--- config.mk ---
export PLATFORM = sky130hd
export DESIGN_NAME = alu_share_arbiter
export DESIGN_NICKNAME = d
export VERILOG_FILES = /design/src/rtl/alu_share_arbiter.sv
export SDC_FILE = /design/constraint.sdc
export NUM_CORES = 1
export LEC_CHECK = 0
export CAP_MARGIN = 25
export CORE_ASPECT_RATIO = 1.25
export CORE_UTILIZATION = 36
export CTS_BUF_LIST = sky130_fd_sc_hd__clkbuf_2 sky130_fd_sc_hd__clkbuf_4 sky130_fd_sc_hd__clkbuf_8
export DETAILED_ROUTE_END_ITERATION = 8
export PLACE_DENSITY = 0.8
export SLEW_MARGIN = 20
export SYNTH_ARGS = -nofsm -noshare
export SYNTH_HDL_FRONTEND = slang
export SYNTH_SLANG_ARGS = --single-unit
--- constraint.sdc ---
create_clock -name CLK -period 9.53 [get_ports CLK]
set_clock_uncertainty 0.2 [all_clocks]
set_input_delay 1.4295 -clock CLK [delete_from_list [all_inputs] [get_ports CLK]]
set_output_delay 1.4295 -clock CLK [all_outputs]
set_load 0.03 [all_outputs]
--- src/rtl/alu_share_arbiter.sv ---
// alu_share_arbiter: round-robin sharing of one external ALU between two
// requesters. A grant captures the winner's op/operands into the ALU drive
// registers (EXEC), the ALU result is registered at the end of EXEC and
// returned with a per-requester valid strobe (RESP).
module alu_share_arbiter (
  input  logic        CLK,
  input  logic        RST,
  input  logic        Req0,
  input  logic        Req1,
  input  logic [2:0]  ALUControl0,
  input  logic [2:0]  ALUControl1,
  input  logic [31:0] SrcA0,
  input  logic [31:0] SrcB0,
  input  logic [31:0] SrcA1,
  input  logic [31:0] SrcB1,
  output logic        Ack0,
  output logic        Ack1,
  output logic [2:0]  ALUControl,
  output logic [31:0] SrcA,
  output logic [31:0] SrcB,
  input  logic [31:0] ALUResult,
  input  logic        Zero,
  output logic [31:0] Result,
  output logic        ResultZero,
  output logic        ResultValid0,
  output logic        ResultValid1,
  output logic        Busy
);

  typedef enum logic [1:0] {IDLE, EXEC, RESP} state_t;

  state_t state, state_nxt;
  logic   prio;
  logic   owner;
  logic   grant;
  logic   winner;

  // Next-state and arbitration: requests count only in IDLE and RESP
  always_comb begin
    state_nxt = state;
    grant     = 1'b0;
    winner    = (Req0 && Req1) ? prio : Req1;
    case (state)
      IDLE: begin
        if (Req0 || Req1) begin
          grant     = 1'b1;
          state_nxt = EXEC;
        end
      end
      EXEC: state_nxt = RESP;
      RESP: begin
        if (Req0 || Req1) begin
          grant     = 1'b1;
          state_nxt = EXEC;
        end else begin
          state_nxt = IDLE;
        end
      end
      default: state_nxt = IDLE;
    endcase
  end

  // State register
  always_ff @(posedge CLK or posedge RST) begin
    if (RST) state <= IDLE;
    else     state <= state_nxt;
  end

  // Grant edge: capture winner's op/operands, record owner, flip priority
  always_ff @(posedge CLK or posedge RST) begin
    if (RST) begin
      prio       <= 1'b0;
      owner      <= 1'b0;
      ALUControl <= 3'd0;
      SrcA       <= 32'd0;
      SrcB       <= 32'd0;
    end else if (grant) begin
      prio       <= ~winner;
      owner      <= winner;
      ALUControl <= winner ? ALUControl1 : ALUControl0;
      SrcA       <= winner ? SrcA1 : SrcA0;
      SrcB       <= winner ? SrcB1 : SrcB0;
    end
  end

  // End of EXEC: register the shared ALU's combinational result
  always_ff @(posedge CLK or posedge RST) begin
    if (RST) begin
      Result     <= 32'd0;
      ResultZero <= 1'b0;
    end else if (state == EXEC) begin
      Result     <= ALUResult;
      ResultZero <= Zero;
    end
  end

  // Handshake strobes are pure decodes of registered state and owner
  always_comb begin
    Ack0         = (state == EXEC) && !owner;
    Ack1         = (state == EXEC) &&  owner;
    ResultValid0 = (state == RESP) && !owner;
    ResultValid1 = (state == RESP) &&  owner;
    Busy         = (state != IDLE);
  end

endmodule

==> results.md <==
- Routability congestion estimate: 0.750
- Vias: 3719
- Area growth syn-to-layout: 73.1%
- Sequential cell fraction of total power: 0.374
- CP Class: reg2out
- Switching share of power: 0.348
- Power Total: 1.61 mW
- Clock sinks: 104
- Tcrit/Tclk final: 0.384
- Slew @ Worst Pin: 0.756 ns
- Placed inst area: 0.00720 mm^2
- Wirelength per Cell: 17.8 um
- Die height: 124 um
- Crit-path max cell delay: 0.70 ns
- Share of layout cells above drive strength 1: 0.104
- GR Overflow Total: 0
- Die width: 99.6 um
- Hold WC Path Type: reg2reg
- Final setup fails: 0
- Yosys reg bits: 104
- Number of max-cap violations: 0
- Vias in the first global route: 3964
- Static leakage: 3.08 nW
- Peak VDD IR: 0.0968 mV
- Starting density of the core: 0.369
- Critical path depth: 4
- Hold_buf cts: 0
- Top Ports: 276
- Outcome: finished clean
- Syn avg cell area: 13.7 um^2
- Worst-skew pair later-pin latency: 0.35 ns
- First-pass GRT wire length: 20.2 mm
- HPWL after detailed placement: 9.75 mm
- Seq/Total Area, Yosys: 0.607
- FILL cells: 916
- Post-synth top area share: 0.607
- Synth area leader: dfrtp_1
- Post-synth EDFFs: 0
- Core Area: 0.0116 mm^2
- Iter 0 DRT Violations: 138
- Via density: 4.99
- Largest net degree at the start of global routing: 69
- Final Hold Fails: 0
- Setup bufs post-CTS: 0
- Critical Path Sink Type: output pin
- Final Critical Period: 3.66 ns
- Worst setup SP type: flip-flop
- Total track usage: 0.215
- Max Slew Vio Count: 0
- Initial antenna violation count: 0
- Pre-Repair DR Iteration Count: 4
- Cell area after synthesis: 0.00429 mm^2
- CTS H-tree depth: 3
- Worst slack at placement: 6.08 ns
- Internal Power: 1.05 mW
- CTS Buf Count: 9
- Final instance area: 0.00742 mm^2
- Delay-heaviest family, CP: buffers and inverters
- Setup crit start: state[0]
- Final nets: 750
- PnR worst setup slack: 5.87 ns
- Die area: 0.0124 mm^2
- Post-synth cell types: 20
- RSZ-0062 raised after global routing: false
- CTS tree: done
- Synth cell count leaders: dfrtp_1, a221o_1, and2_1, mux2_2, and2_0
- ANT nets after route: 0
- Worst r2r path cells: 4
- Synthesized Nets: 484
- CP Buf/Inv Count: 2
- Pwr dens: 217 mW/mm^2
- Crit path cell chain: nand2b_1 -> buf_4 -> nor2_1 -> clkdlybuf4s50_1
- Fmax: 0.273 GHz
- Antenna Cells: 0
- Critical Path AT: 2.03 ns
- Synth Instances: 313
- RR Startpoint: state[0]
- Final TNS setup: 0 ns
- CTS root buffer: clkbuf_8
- Psw: 560 uW
- PostCTS Resize Cnt: 0
- Ys async rst share: 1.00
- DRC errors left: 0
- Logic pwr share: 0.435
- Slew margin rel.: 0.496
- Setup crit end: Ack0
- Clock Power Share: 0.191
- Clock edge transition at the registers on the reported setup and hold paths: 0.09 ns
- Row cnt: 44
- Drt total wl: 13.3 mm
- Port-buffer cells: 275
- Slowest cell on crit path: clkdlybuf4s50_1
- Most frequent cell after synthesis: dfrtp_1
- Worst Path Max Fanout: 36
- Clock Path Buffers: 2
- RR Endpoint: SrcA[23]
- Synth area leaders: dfrtp_1, a221o_1, mux2_2, and2_1, and2_0
- Yosys warns: 0
- Synth Flop Type: dfrtp_1
- WP data required: 7.90 ns
- Reg-to-reg slack, setup: 7.64 ns
[power groups by stage]
stage | combinational (mW) | clock, mW | sequential, mW
2_1_floorplan | 0.172 | 0 | 0.804
4_1_cts | 0.706 | 0.315 | 0.602
3_5_place_dp | 0.705 | 0 | 0.607
3_3_place_gp | 0.689 | 0 | 0.605
6_report | 0.699 | 0.307 | 0.602
5_1_grt | 0.735 | 0.332 | 0.615
[registers in the layout, summed over array words and instances (netlist names)]
| register | cells |
|---|---|
| SrcB | 32 |
| prio | 1 |
| ALUControl | 3 |
| Result | 32 |
| owner | 1 |
| ResultZero | 1 |
| state | 2 |
| SrcA | 32 |
[placed cells by master (no fill, tap or decap)]
master | Yosys | final
inv_1 | 4 | 3
clkinv_2 | 0 | 1
o21bai_4 | 0 | 1
inv_2 | 2 | 2
clkbuf_4 | 0 | 3
a211oi_4 | 0 | 1
buf_4 | 2 | 4
a21o_1 | 2 | 2
clkbuf_8 | 0 | 10
clkdlybuf4s50_1 | 0 | 275
a221o_1 | 67 | 67
inv_4 | 0 | 1
and2_0 | 16 | 16
dfrtp_1 | 104 | 104
bufinv_16 | 0 | 2
nor2_1 | 2 | 2
o211a_2 | 0 | 1
and3_1 | 2 | 2
mux2_2 | 33 | 33
nand2b_1 | 1 | 1
or2_2 | 1 | 1
buf_16 | 0 | 1
and2_1 | 51 | 51
[cell families after synthesis]
group                  Yosys count  share of synthesized area
flip-flops                     104                      0.607
AND/OR/NAND/NOR                 73                      0.105
AO/OA/AOI/OAI                   72                      0.167
multiplexers                    33                     0.0867
buffers and inverters           31                     0.0341
[layer usage]
metal	vias up	GRT usage	wire length (um)
met5	-	0	0
li1	1690	-	-
met4	0	0.0956	431
met3	31	0.0572	867
met2	176	0.388	6930
met1	1822	0.239	5060
[area by class of cell]
cell class	instances	area, um^2	share of cell area
flip-flops and latches	104	2600	0.351
well taps	161	201	0.0271
clock buffers	13	160	0.0216
multi-input cells	178	1560	0.210
clock inverters	3	65.1	0.00877
repair buffers	280	2810	0.379
inverters	6	25.0	0.00337
[through the flow]
stage                     std cells  utilization  hold slack (ns)
after floorplan                 313            -            0.288
after global placement          728        0.617            0.288
after detailed placement        729        0.620            0.291
after CTS                       745        0.639            0.313
after global routing            745        0.639            0.335
final                           745        0.639            0.310
[worst min path at each step]
stage | start | end | cells after the start | slack, ns
after floorplan | owner | owner | 1 | 0.29
final | Result[7] | Result[7] | 1 | 0.31
after CTS | Result[15] | Result[15] | 1 | 0.31
after global routing | Result[7] | Result[7] | 1 | 0.33
after detailed placement | Result[15] | Result[15] | 1 | 0.29
after global placement | Result[1] | Result[1] | 1 | 0.29
[worst register-to-register path: stages, from the launching register on]
cell and delay, ns:
dfrtp_1 0.47, inv_2 0.10, o211a_2 0.16, buf_4 0.54, a221o_1 0.35
Power figures use the tool's default switching activity.
